## config.mk

```make
export PLATFORM = sky130hd
export DESIGN_NAME = csr_timeout_bridge
export DESIGN_NICKNAME = d
export VERILOG_FILES = /design/src/rtl/csr_bridge_pkg.sv /design/src/rtl/csr_watchdog_counter.sv /design/src/rtl/csr_timeout_bridge.sv
export SDC_FILE = /design/constraint.sdc
export NUM_CORES = 1
export LEC_CHECK = 0
export CORE_MARGIN = 3
export CORE_UTILIZATION = 30
export CTS_BUF_LIST = sky130_fd_sc_hd__clkbuf_16
export CTS_CLUSTER_SIZE = 8
export DETAILED_ROUTE_END_ITERATION = 6
export PLACE_DENSITY = 0.63
export SETUP_SLACK_MARGIN = 0.4
export SLEW_MARGIN = 25
export SYNTH_ARGS = -nofsm -noshare
export SYNTH_HDL_FRONTEND = slang
export SYNTH_SLANG_ARGS = --single-unit
```

## constraint.sdc

```tcl
create_clock -name csr_clk_clk -period 2.05 [get_ports csr_clk_clk]
set_input_delay 0.205 -clock csr_clk_clk [delete_from_list [all_inputs] [get_ports csr_clk_clk]]
set_output_delay 0.205 -clock csr_clk_clk [all_outputs]
set_load 0.02 [all_outputs]
```

## src/rtl/csr_bridge_pkg.sv

```systemverilog
// Shared types and constants for the CSR timeout bridge and its watchdog.
package csr_bridge_pkg;

  typedef enum logic [1:0] {
    ST_IDLE = 2'd0,
    ST_CMD  = 2'd1,
    ST_RESP = 2'd2,
    ST_ERR  = 2'd3
  } csr_bridge_state_t;

  localparam logic [31:0] ERR_DATA_DEFAULT = 32'hDEAD_BEEF;

  function automatic int TIMEOUT_W(input int cycles);
    return $clog2(cycles);
  endfunction

endpackage

```

## src/rtl/csr_watchdog_counter.sv

```systemverilog
// Per-transaction watchdog: counts enabled cycles from a clear and flags the last allowed cycle.
module csr_watchdog_counter
  import csr_bridge_pkg::*;
#(
  parameter int TIMEOUT_CYCLES = 1024
) (
  input  logic clk,
  input  logic rst,
  input  logic clear,
  input  logic enable,
  output logic expired
);

  localparam int CNT_W = TIMEOUT_W(TIMEOUT_CYCLES);
  localparam logic [CNT_W-1:0] LAST = CNT_W'(TIMEOUT_CYCLES - 1);

  logic [CNT_W-1:0] cnt_q, cnt_d;

  // Holding at LAST keeps an exhausted budget exhausted after CMD->RESP.
  always_comb begin
    cnt_d = cnt_q;
    if (clear) begin
      cnt_d = '0;
    end else if (enable && (cnt_q != LAST)) begin
      cnt_d = cnt_q + 1'b1;
    end
  end

  // NOTE: sequential state is updated with non-blocking assignments only, so every
  // flop samples the pre-edge value of its inputs regardless of process order.
  always_ff @(posedge clk) begin
    if (rst) begin
      cnt_q <= '0;
    end else begin
      cnt_q <= cnt_d;
    end
  end

  assign expired = (cnt_q == LAST);

endmodule

```

## src/rtl/csr_timeout_bridge.sv

```systemverilog
// Single-outstanding Avalon-MM CSR bridge with a per-transaction watchdog that
// abandons hung transfers, returns an error word for reads and logs the fault.
module csr_timeout_bridge
  import csr_bridge_pkg::*;
#(
  parameter int                 ADDR_W         = 26,
  parameter int                 DATA_W         = 32,
  parameter int                 TIMEOUT_CYCLES = 1024,
  parameter logic [DATA_W-1:0]  ERR_DATA       = DATA_W'(ERR_DATA_DEFAULT)
) (
  input  logic              csr_clk_clk,
  input  logic              csr_clk_reset_reset,
  input  logic [ADDR_W-1:0] s_address,
  input  logic              s_read,
  input  logic              s_write,
  input  logic [DATA_W-1:0] s_writedata,
  output logic              s_waitrequest,
  output logic [DATA_W-1:0] s_readdata,
  output logic              s_readdatavalid,
  output logic [ADDR_W-1:0] m_address,
  output logic              m_read,
  output logic              m_write,
  output logic [DATA_W-1:0] m_writedata,
  input  logic              m_waitrequest,
  input  logic [DATA_W-1:0] m_readdata,
  input  logic              m_readdatavalid,
  input  logic              err_clear,
  output logic              err_irq,
  output logic [15:0]       timeout_count,
  output logic [ADDR_W-1:0] last_err_addr
);

  csr_bridge_state_t state_q, state_d;
  logic              is_write_q, is_write_d;
  logic [ADDR_W-1:0] m_address_q, m_address_d;
  logic [DATA_W-1:0] m_writedata_q, m_writedata_d;
  logic              m_read_q, m_read_d;
  logic              m_write_q, m_write_d;
  logic [DATA_W-1:0] s_readdata_q, s_readdata_d;
  logic              s_readdatavalid_q, s_readdatavalid_d;
  logic              err_irq_q, err_irq_d;
  logic [15:0]       timeout_count_q, timeout_count_d;
  logic [ADDR_W-1:0] last_err_addr_q, last_err_addr_d;
  logic              timer_expired;
  logic              enter_err;

  csr_watchdog_counter #(
    .TIMEOUT_CYCLES(TIMEOUT_CYCLES)
  ) u_watchdog (
    .clk    (csr_clk_clk),
    .rst    (csr_clk_reset_reset),
    .clear  (state_q == ST_IDLE),
    .enable ((state_q == ST_CMD) || (state_q == ST_RESP)),
    .expired(timer_expired)
  );

  // NOTE: every signal written here gets a default first, so no path through the
  // case statement can leave one unassigned and infer a latch.
  always_comb begin
    state_d           = state_q;
    is_write_d        = is_write_q;
    m_address_d       = m_address_q;
    m_writedata_d     = m_writedata_q;
    m_read_d          = m_read_q;
    m_write_d         = m_write_q;
    s_readdata_d      = s_readdata_q;
    s_readdatavalid_d = 1'b0;
    err_irq_d         = err_clear ? 1'b0 : err_irq_q;
    timeout_count_d   = timeout_count_q;
    last_err_addr_d   = last_err_addr_q;
    enter_err         = 1'b0;

    case (state_q)
      ST_IDLE: begin
        if (s_write || s_read) begin
          is_write_d    = s_write;
          m_address_d   = s_address;
          m_writedata_d = s_writedata;
          m_write_d     = s_write;
          m_read_d      = ~s_write;
          state_d       = ST_CMD;
        end
      end
      ST_CMD: begin
        // A downstream accept in the last budgeted cycle still counts as completion.
        if (!m_waitrequest) begin
          m_read_d  = 1'b0;
          m_write_d = 1'b0;
          state_d   = is_write_q ? ST_IDLE : ST_RESP;
        end else if (timer_expired) begin
          enter_err = 1'b1;
        end
      end
      ST_RESP: begin
        if (m_readdatavalid) begin
          s_readdata_d      = m_readdata;
          s_readdatavalid_d = 1'b1;
          state_d           = ST_IDLE;
        end else if (timer_expired) begin
          enter_err = 1'b1;
        end
      end
      ST_ERR: begin
        err_irq_d = 1'b1;
        state_d   = ST_IDLE;
      end
      default: state_d = ST_IDLE;
    endcase

    // Error side effects are registered on entry so they are visible during ERR.
    if (enter_err) begin
      m_read_d        = 1'b0;
      m_write_d       = 1'b0;
      state_d         = ST_ERR;
      err_irq_d       = 1'b1;
      last_err_addr_d = m_address_q;
      if (timeout_count_q != 16'hFFFF) begin
        timeout_count_d = timeout_count_q + 16'd1;
      end
      if (!is_write_q) begin
        s_readdata_d      = ERR_DATA;
        s_readdatavalid_d = 1'b1;
      end
    end
  end

  always_ff @(posedge csr_clk_clk) begin
    if (csr_clk_reset_reset) begin
      state_q           <= ST_IDLE;
      is_write_q        <= 1'b0;
      m_address_q       <= '0;
      m_writedata_q     <= '0;
      m_read_q          <= 1'b0;
      m_write_q         <= 1'b0;
      s_readdata_q      <= '0;
      s_readdatavalid_q <= 1'b0;
      err_irq_q         <= 1'b0;
      timeout_count_q   <= '0;
      last_err_addr_q   <= '0;
    end else begin
      state_q           <= state_d;
      is_write_q        <= is_write_d;
      m_address_q       <= m_address_d;
      m_writedata_q     <= m_writedata_d;
      m_read_q          <= m_read_d;
      m_write_q         <= m_write_d;
      s_readdata_q      <= s_readdata_d;
      s_readdatavalid_q <= s_readdatavalid_d;
      err_irq_q         <= err_irq_d;
      timeout_count_q   <= timeout_count_d;
      last_err_addr_q   <= last_err_addr_d;
    end
  end

  assign s_waitrequest   = csr_clk_reset_reset | (state_q != ST_IDLE);
  assign s_readdata      = s_readdata_q;
  assign s_readdatavalid = s_readdatavalid_q;
  assign m_address       = m_address_q;
  assign m_read          = m_read_q;
  assign m_write         = m_write_q;
  assign m_writedata     = m_writedata_q;
  assign err_irq         = err_irq_q;
  assign timeout_count   = timeout_count_q;
  assign last_err_addr   = last_err_addr_q;

endmodule

```

==> results.tsv <==
metric	value	unit
DR iter-0 viols	220	
drt total wl	18.1	mm
P_sw	2.05	mW
post-synthesis register bit count	149	
Final Hold Viols	0	
post-synthesis adder-cell area fraction	1.31	%
H-tree depth	4	
WS Path Type	flip-flop to flip-flop	
fillers	1743	
Syn Inst Count	706	
critical path's largest stage delay	0.37	ns
clock-pin slew on the worst setup and hold paths	0.06	ns
first drt pass iteration count	5	
Buf+Inv Stages, Crit Path	3	
mux cell area share after synthesis	0.544	%
Hold Path Cell Cnt	2	
Clk Latency, worst-skew pair	0.41	ns
register area	3000	sq um
die height	144	microns
Clk pwr share	41.6	%
WL/cell	15.3	microns
Worst Path Arrival	2.16	ns
Die X	144	microns
maximum VDD drop	0.537	mV
largest family of logic cells by synthesized area	simple AND/OR/NAND/NOR gates	
drc violations	0	
starting density of the core	31.3	%
family with the most delay on the worst path	simple AND/OR/NAND/NOR gates	
Antenna Diode Count	0	
Area contributors post-synth	dfxtp_1, nand2_1, a21oi_1	
Tcrit/Tclk final	88.7	%
Synth Area in Compound Gates	13.6	%
unrepaired setup endpoints after global routing	true	
placed inst area	8440	sq um
share of the synthesized area in the top cell type	51.9	%
Leakage	3.59	nW
GPL Wtd Cong	0.794	
crit path capture type	flip-flop	
register area share after synthesis	51.9	%
final clock skew	0.00992	ns
max-cap viol count	0	
Port Buffers	233	
first-pass GRT wire length	28.0	mm
critical hold path startpoint	csr_clk_reset_reset	
most common cell in the synthesized netlist	nand2_1	
via count	5619	
Max transition margin	59.6	%
Most used DFF post-synth	dfxtp_1	
R2R Path End	s_readdata[25]	
Post-Place Setup Slack	0.0879	ns
I/O pins	234	
P per Cell Area	822	nW/um^2
Data required, critical path	2.39	ns
Hold Crit Endpoint	s_readdatavalid	
CP Cell Sequence	inv_4, ha_4, and4_4, o2111ai_4, or2_4, buf_12, clkbuf_16, a31oi_1	
Flop pwr share	40.6	%
Final Util	51.5	%
Tightest Hold Check Type	primary input to flip-flop	
Reg2Reg Launch Point	state_q[0]	
clk sinks	149	
# setup viols final	0	
type of origin of the critical path	flip-flop	
area of the multi-input gates	2820	sq um
Pins Over Slew Limit	0	
Yosys top cell by area	dfxtp_1	
via/cell ratio	4.74	
CTS Buf Count	17	
simple-gate share of the synthesized area	25.2	%
fin crit period	1.82	ns
Netlist cell types	47	
asr flop ratio synth	0	%
largest net degree at the start of global routing	59	
vias in the first global route	5588	
Net Count, Synth	809	
fin area	9460	sq um
Logic pwr share	17.8	%
ratio of cells with drive above 1 in the final layout	12.7	%
Post-Syn Area	5750	sq um
Synth-to-Final Area Change	64.6	%
status	completed	
CTS tree	yes	
initial antenna violation count	1	
Fmax achieved	550	MHz
Net Sw Frac	26.3	%
deepest clock path buffer count	2	
Root Buffer	clkbuf_16	
hpwl dp	12.1	mm
cells on worst reg2reg path	8	
gr ovfl total	0	
die area	20900	sq um
register-to-register path setup slack	0.23	ns
final setup margin	0.232	ns
fin nets	1046	
Ys Warns	0	
core area	18400	sq um
Worst-Margin Slew	0.606	ns
Total Neg Setup Slack	0	ns
Final ANT Viol Nets	0	
XOR/XNOR Fraction of Synth Area	3.05	%
Internal	5.73	mW
Total GRT Usage	16.7	%
slowest stage cell, crit path	dfxtp_4	
EDFF count, synth	0	
Synth Area per Inst	8.14	sq um
most frequent cells after synthesis	nand2_1, dfxtp_1, a21oi_1	
Max Fanout on Critical Path	6	
FP Rows	49	
## routing by layer
metal	vias to the layer above	part of all wire [%]	global-route usage, %	wire length, microns
met3	19	8.7	6.58	1570
li1	2823	-	-	-
met5	-	0.072	0	13
met1	2576	45	20.1	8070
met4	2	1.2	4.27	223
met2	199	46	27.8	8260
## worst max-delay path by stage
stage               slack [ns]           endpoint             from  depth (start not counted)
floorplan                 0.33  last_err_addr[10]       state_q[1]                          9
global placement          0.13      s_readdata[4]  m_readdatavalid                          7
detailed placement        0.09     s_readdata[20]  m_readdatavalid                          7
CTS                       0.25     s_readdata[20]       state_q[0]                          8
global route              0.16  timeout_count[10]       state_q[0]                          8
finish                    0.23     s_readdata[25]       state_q[0]                          8
## area by class of cell
cell class	instances	share of cell area, %
clock inverter	15	1.98
clock buffer	17	4.49
tap	229	3.03
timing repair buffer	269	28.7
inverter	5	0.225
sequential	149	31.7
multi-input combinational	501	29.8
## what timing repair did
action,in CTS,in global routing
buffers inserted,6,2
cloned,1,2
pin swaps,5,10
setup endpoints to repair,99,99
hold buffers,0,0
resized for setup,35,45
## logic make-up after synthesis
logic type | after synthesis
simple gates | 334
flops | 149
compound gates | 138
buf+inv | 56
xor+xnor | 20
fa+ha+maj | 6
mux | 3
## power by group through the flow
| stage | clock, mW | combinational [mW] | sequential [mW] |
|---|---|---|---|
| 3_5_place_dp | 0 | 1.37 | 3.23 |
| 5_1_grt | 3.42 | 1.52 | 3.18 |
| 4_1_cts | 3.33 | 1.39 | 3.17 |
| 2_1_floorplan | 0 | 0.491 | 3.41 |
| 6_report | 3.23 | 1.38 | 3.16 |
| 3_3_place_gp | 0 | 1.37 | 3.23 |
## sequential cells by signal (all words and copies together), names as in the netlist
name / count
is_write_q: 1
m_read: 1
state_q: 2
err_irq: 1
m_writedata: 32
u_watchdog.cnt_q: 10
m_write: 1
last_err_addr: 26
m_address: 26
s_readdatavalid: 1
s_readdata: 32
timeout_count: 16
## placed cells by master, fill, tap and decap left out, types with 5 or more instances in the layout
master           synthesis  layout
nand4_1                  7       7
nor3_1                   8       5
dfxtp_1                149     142
nand2_1                249     249
buf_4                    2      24
nand3_1                  8       7
a31oi_1                 27      19
a31oi_4                  0       8
nor2_1                  30      28
clkdlybuf4s50_1          0     203
dlygate4sd2_1            0      16
dlymetal6s2s_1           0      12
a21oi_1                 99      96
buf_6                    4       7
clkbuf_16                0      18
xnor2_1                 16      15
## metrics by stage
step	hold slack [ns]	total power, mW	std cells
final	0.124	7.78	1185
after global placement	0.436	4.60	1142
after global routing	0.113	8.12	1185
after detailed placement	0.442	4.60	1142
after CTS	0.0796	7.89	1181
after floorplan	0.338	3.90	706
Power figures use the tool's default switching activity.
